### config.mk
export PLATFORM = sky130hd
export DESIGN_NAME = tapa_task_ap_ctrl_responder
export DESIGN_NICKNAME = d
export VERILOG_FILES = /design/src/rtl/tapa_ctrl_pkg.sv /design/src/rtl/tapa_addr_seq_gen.sv /design/src/rtl/tapa_task_ap_ctrl_responder.sv
export SDC_FILE = /design/constraint.sdc
export NUM_CORES = 1
export LEC_CHECK = 0
export CAP_MARGIN = 20
export CORE_ASPECT_RATIO = 0.9
export CORE_UTILIZATION = 41
export CTS_CLUSTER_SIZE = 24
export DETAILED_ROUTE_END_ITERATION = 10
export DONT_BUFFER_PORTS = 1
export PLACE_DENSITY = 0.57
export SLEW_MARGIN = 25
export SYNTH_ARGS = -nofsm -noshare
export SYNTH_HDL_FRONTEND = slang
export SYNTH_SLANG_ARGS = --single-unit
export TNS_END_PERCENT = 30
### constraint.sdc
create_clock -name ap_clk -period 3.1 [get_ports ap_clk]
set_input_delay 0.31 -clock ap_clk [delete_from_list [all_inputs] [get_ports ap_clk]]
set_output_delay 0.31 -clock ap_clk [all_outputs]
set_load 0.02 [all_outputs]
### src/rtl/tapa_ctrl_pkg.sv
// Shared types and constants for the TAPA task control responder.
// State encoding mirrors the slot FSM so traces read the same on both sides.
package tapa_ctrl_pkg;

    typedef enum logic [1:0] {
        ST_IDLE = 2'b00,
        ST_RUN  = 2'b01,
        ST_DONE = 2'b10
    } state_e;

    localparam int unsigned DEFAULT_ADDR_WIDTH   = 64;
    localparam int unsigned DEFAULT_CNT_WIDTH    = 64;
    localparam int unsigned DEFAULT_STRIDE_BYTES = 8;

endpackage

### src/rtl/tapa_addr_seq_gen.sv
// Address/index/last sequencer: loads base and n, advances one stride per accepted beat,
// holds otherwise. All outputs are registered.
module tapa_addr_seq_gen
    import tapa_ctrl_pkg::*;
#(
    parameter int unsigned ADDR_WIDTH   = DEFAULT_ADDR_WIDTH,
    parameter int unsigned CNT_WIDTH    = DEFAULT_CNT_WIDTH,
    parameter int unsigned STRIDE_BYTES = DEFAULT_STRIDE_BYTES
) (
    input  logic                  clk,
    input  logic                  rst,
    input  logic                  load,
    input  logic                  advance,
    input  logic [ADDR_WIDTH-1:0] base,
    input  logic [CNT_WIDTH-1:0]  n,
    output logic [ADDR_WIDTH-1:0] addr,
    output logic [CNT_WIDTH-1:0]  idx,
    output logic                  last
);

    logic [ADDR_WIDTH-1:0] addr_q, addr_d;
    logic [CNT_WIDTH-1:0]  idx_q, idx_d;
    logic [CNT_WIDTH-1:0]  nm1_q, nm1_d;
    logic                  last_q, last_d;
    logic [CNT_WIDTH-1:0]  n_minus1_c;
    logic [CNT_WIDTH-1:0]  idx_inc_c;

    assign n_minus1_c = n - CNT_WIDTH'(1);
    assign idx_inc_c  = idx_q + CNT_WIDTH'(1);

    // Terminal index is n-1 latched at load, so the per-beat compare is a plain equality.
    always_comb begin
        addr_d = addr_q;
        idx_d  = idx_q;
        nm1_d  = nm1_q;
        last_d = last_q;
        if (load) begin
            addr_d = base;
            idx_d  = '0;
            nm1_d  = n_minus1_c;
            last_d = (n_minus1_c == '0);
        end else if (advance) begin
            addr_d = addr_q + ADDR_WIDTH'(STRIDE_BYTES);
            idx_d  = idx_inc_c;
            last_d = (idx_inc_c == nm1_q);
        end
    end

    always_ff @(posedge clk) begin
        if (rst) begin
            addr_q <= '0;
            idx_q  <= '0;
            nm1_q  <= '0;
            last_q <= 1'b0;
        end else begin
            addr_q <= addr_d;
            idx_q  <= idx_d;
            nm1_q  <= nm1_d;
            last_q <= last_d;
        end
    end

    assign addr = addr_q;
    assign idx  = idx_q;
    assign last = last_q;

endmodule

### src/rtl/tapa_task_ap_ctrl_responder.sv
// Task-side ap_ctrl_hs responder: accepts start+args, streams n address beats, pulses done.
// n==0 completes with ready and done in the accept cycle.
module tapa_task_ap_ctrl_responder
    import tapa_ctrl_pkg::*;
#(
    parameter int unsigned ADDR_WIDTH   = DEFAULT_ADDR_WIDTH,
    parameter int unsigned CNT_WIDTH    = DEFAULT_CNT_WIDTH,
    parameter int unsigned STRIDE_BYTES = DEFAULT_STRIDE_BYTES
) (
    input  logic                  ap_clk,
    input  logic                  ap_rst,
    input  logic                  ap_start,
    output logic                  ap_ready,
    output logic                  ap_done,
    output logic                  ap_idle,
    input  logic [ADDR_WIDTH-1:0] mmap_base,
    input  logic [CNT_WIDTH-1:0]  n,
    output logic                  out_valid,
    input  logic                  out_ready,
    output logic [ADDR_WIDTH-1:0] out_addr,
    output logic [CNT_WIDTH-1:0]  out_idx,
    output logic                  out_last
);

    state_e state_q, state_d;
    logic   accept_c;
    logic   advance_c;
    logic   n_zero_c;

    assign n_zero_c = (n == '0);

    // Next state plus the combinational handshake strobes; reset masks the strobes.
    always_comb begin
        state_d  = state_q;
        accept_c = 1'b0;
        ap_ready = 1'b0;
        ap_done  = 1'b0;
        case (state_q)
            ST_IDLE: begin
                if (ap_start && !ap_rst) begin
                    accept_c = 1'b1;
                    ap_ready = 1'b1;
                    if (n_zero_c) begin
                        ap_done = 1'b1;
                    end else begin
                        state_d = ST_RUN;
                    end
                end
            end
            ST_RUN: begin
                if (out_ready && out_last) begin
                    state_d = ST_DONE;
                end
            end
            ST_DONE: begin
                ap_done = !ap_rst;
                state_d = ST_IDLE;
            end
            default: begin
                state_d = ST_IDLE;
            end
        endcase
    end

    always_ff @(posedge ap_clk) begin
        if (ap_rst) begin
            state_q <= ST_IDLE;
        end else begin
            state_q <= state_d;
        end
    end

    assign ap_idle   = (state_q == ST_IDLE);
    assign out_valid = (state_q == ST_RUN);
    assign advance_c = out_valid && out_ready;

    tapa_addr_seq_gen #(
        .ADDR_WIDTH  (ADDR_WIDTH),
        .CNT_WIDTH   (CNT_WIDTH),
        .STRIDE_BYTES(STRIDE_BYTES)
    ) u_seq (
        .clk    (ap_clk),
        .rst    (ap_rst),
        .load   (accept_c),
        .advance(advance_c),
        .base   (mmap_base),
        .n      (n),
        .addr   (out_addr),
        .idx    (out_idx),
        .last   (out_last)
    );

endmodule

==> metrics.md <==
| Metric | Value |
|---|---|
| CP endpoint kind | `flop` |
| Share of cells above drive strength 1 | `roughly 16%` |
| Most frequent cells in the layout | `238 x nor2_1, 201 x buf_4, 195 x dfxtp_1, 127 x xnor2_1, 118 x nand2_1` |
| Status | `completed` |
| Setup violators final | `0` |
| Distinct cells, synth | `77` |
| Tmin final | `approximately 3100 ps` |
| Post-route cell area | `0.0148 mm^2` |
| Max-slew violation count | `0` |
| Fin. Hold Viols | `0` |
| Antenna violations before repair | `0` |
| Slew at the pin with the worst max-slew slack | `936 ps` |
| Avg Inst Size Synth | `~7.7 um^2` |
| CTS tree | `done` |
| Worst-path maximum fanout | `6` |
| Critical path class | `reg -> reg` |
| Max Freq | `about 330 MHz` |
| RSZ-0062 raised after global routing | `yes` |
| Htree depth | `4` |
| DP Worst Slack | `approximately 32 ps` |
| Reg-to-reg setup timing slack | `around 33 ps` |
| Port Buf Inserts | `0` |
| Seq/Total Area, Yosys | `a little under a third` |
| Clock sink count | `between 150 and 200` |
| Die Ht | `167 um` |
| Register area | `just under 0.004 mm^2` |
| Global route total overflow | `0` |
| Main synth FF type | `dfxtp_1` |
| Cell Area, Synth | `roughly 0.012 mm^2` |
| Multi-input logic area | `around 0.0081 mm^2` |
| Routed vias/inst | `5.89` |
| Cell Rows | `60` |
| Core area | `about 0.030 mm^2` |
| Largest net degree at the start of global routing | `around 130` |
| Leakage power | `between 5 and 6 nW` |
| Die Area | `roughly 0.031 mm^2` |
| DP HPWL | `36.5 mm` |
| Critical path arrival | `between 3000 and 4000 ps` |
| DR WL/cell | `roughly 22 um` |
| Post-synthesis simple-gate area fraction | `33.8%` |
| Placed cells | `about 2,100` |
| Final WL | `about 47 mm` |
| Post-Layout Cell Count | `around 2,200` |
| Vias | `12,742` |
| Area delta synth->final | `19.8%` |
| Nets | `between 1,500 and 2,000` |
| Die Span X | `185 um` |
| Worst Hold Class | `in -> reg` |
| Fin crit share | `between 90% and 100%` |
| P per Cell Area | `around 400 mW/mm^2` |
| Number of synthesized flops with an enable pin | `0` |
| Largest family of logic cells by synthesized area | `simple AND/OR/NAND/NOR gates` |
| FF+latch count, synth | `195` |
| TritonRoute pass-1 iters | `5` |
| XOR/XNOR share of the synthesized area | `approximately 16%` |
| Drt initial violations | `977` |
| Clock Path Buffers | `2` |
| Starting Density | `about two fifths` |
| First-pass GRT wire length | `just over 70 mm` |
| Final antenna-violating net count | `0` |
| Synth Area in Compound Gates | `14.3%` |
| GRT Total Usage | `30.3%` |
| Worst Reg-to-Reg Cells | `8` |
| Number of max-cap violations | `0` |
| Yosys warns | `0` |
| Worst slew margin | `a little under two fifths` |
| Fillers | `a little under 3,000` |
| Post-Synth Adder-Cell Area | `0.404%` |
| CTS root buffer | `clkbuf_16` |
| Most common cell after layout, fill and taps aside | `nor2_1` |
| Hold WS | `~16 ps` |
| Placer Congestion | `approximately 1.0` |
| Post-CTS Setup Bufs | `0` |
| Setup skew after layout | `11.7 ps` |
| Worst reg2reg endpoint | `u_seq.last$_SDFFE_PP0P_` |
| CTS Buf Count | `17` |
| Mux cell area share after synthesis | `less than 1%` |
| Setup ws final | `approximately 33 ps` |
| CTS clk-pin slew, worst paths | `roughly 80 ps` |
| Core Util, Final | `roughly half` |
| Post-Syn Instances | `between 1,500 and 2,000` |
| Area of placed instances | `approximately 0.014 mm^2` |
| Post-synth ARST share | `0%` |
| Peak VDD IR | `0.406 mV` |
| Critical path startpoint category | `flop` |
| Worst EP required | `3490 ps` |
| DRC viols | `0` |
| CP startpoint | `u_seq.idx[7]$_SDFFE_PP0P_` |
| Clk Latency, worst-skew pair | `roughly 460 ps` |
| Total power | `~6 mW` |
| Origin of the critical flop-to-flop path | `u_seq.idx[7]$_SDFFE_PP0P_` |
| # diodes | `0` |
| # IOs | `265` |
| Crit path to | `u_seq.last$_SDFFE_PP0P_` |
| Post-synth net total | `roughly 1,800` |
| Setup TNS | `0 ps` |
| Vias in the first global route | `12,000` |
[area by class of cell]
type                    count  area share [%]
inverters                  20           0.506
flip-flops and latches    195            26.3
repair buffers            215            11.4
clock inverters            14            1.16
multi-input cells        1297            54.3
clock buffers              18            2.89
well taps                 403            3.40
[registers in the layout (all words and copies together), names as in the netlist]
register and count:
u_seq.addr 64, state_q 2, u_seq.nm1_q 64, u_seq.last 1, u_seq.idx 64
[cell families after synthesis]
| logic type | Yosys count |
|---|---|
| AO/OA/AOI/OAI | 259 |
| XOR/XNOR | 225 |
| adder cells (fa/ha/maj) | 4 |
| buffers and inverters | 123 |
| flip-flops | 195 |
| multiplexers | 2 |
| AND/OR/NAND/NOR | 807 |
[cell usage after synthesis (all sizes together), types with 8 or more instances]
cell type	n	area (um^2)
o21ai	44	220
nor3	86	440
nor2	239	905
nand3	58	290
and3	21	131
clkbuf	82	310
inv	20	75.1
nor4	59	397
and2	18	113
buf	21	100
nor3b	12	90.1
a21oi	52	260
a31oi	10	62.6
or4	20	158
and4	17	150
nand2	121	454
a211oi	85	643
or3	40	255
xnor2	127	1110
o31ai	8	60.1
nand4	73	484
nand4b	8	70.1
a311oi	15	131
dfxtp	195	3900
xor2	98	858
nand3b	8	60.1
[how the worst min path moves through the flow]
stage | to | slack (ps) | from | cells past startpoint
final | state_q[1]$_SDFFE_PP0P_ | 20 | out_ready | 2
after global placement | u_seq.addr[7]$_SDFFE_PP0P_ | 390 | ap_rst | 1
after floorplan | u_seq.nm1_q[0]$_SDFFE_PP0P_ | 410 | n[0] | 1
after CTS | state_q[1]$_SDFFE_PP0P_ | 0.4 | out_ready | 2
after global routing | u_seq.addr[54]$_SDFFE_PP0P_ | 10 | mmap_base[54] | 2
after detailed placement | u_seq.addr[38]$_SDFFE_PP0P_ | 390 | ap_rst | 1
[critical path, stage by stage, from the launching register on]
cell and delay, ps:
dfxtp_1 380, nand4_4 140, or4_1 700, nor3_1 290, xnor2_1 160, nand4_1 110
or4_1 540, or4_1 540, o21ai_1 130
[power by group]
part,internal [mW],switching (mW)
combinational,0.341,0.499
clock,1.22,1.13
sequential,2.65,0.225
[layer usage]
layer | vias to the layer above | part of all wire (%) | global-route usage [%]
met5 | - | 0 | 0
met4 | 0 | 3.0 | 11.0
met3 | 71 | 8.9 | 7.41
met2 | 550 | 45 | 48.2
met1 | 5982 | 43 | 39.3
li1 | 6139 | - | -
[repair_timing]
item                       in CTS  in global routing
hold buffers                   11                  0
hold endpoints to repair      127                  0
setup endpoints to repair       0                  4
resized for setup               0                  5
No activity file was read; power rests on OpenSTA's default activity.
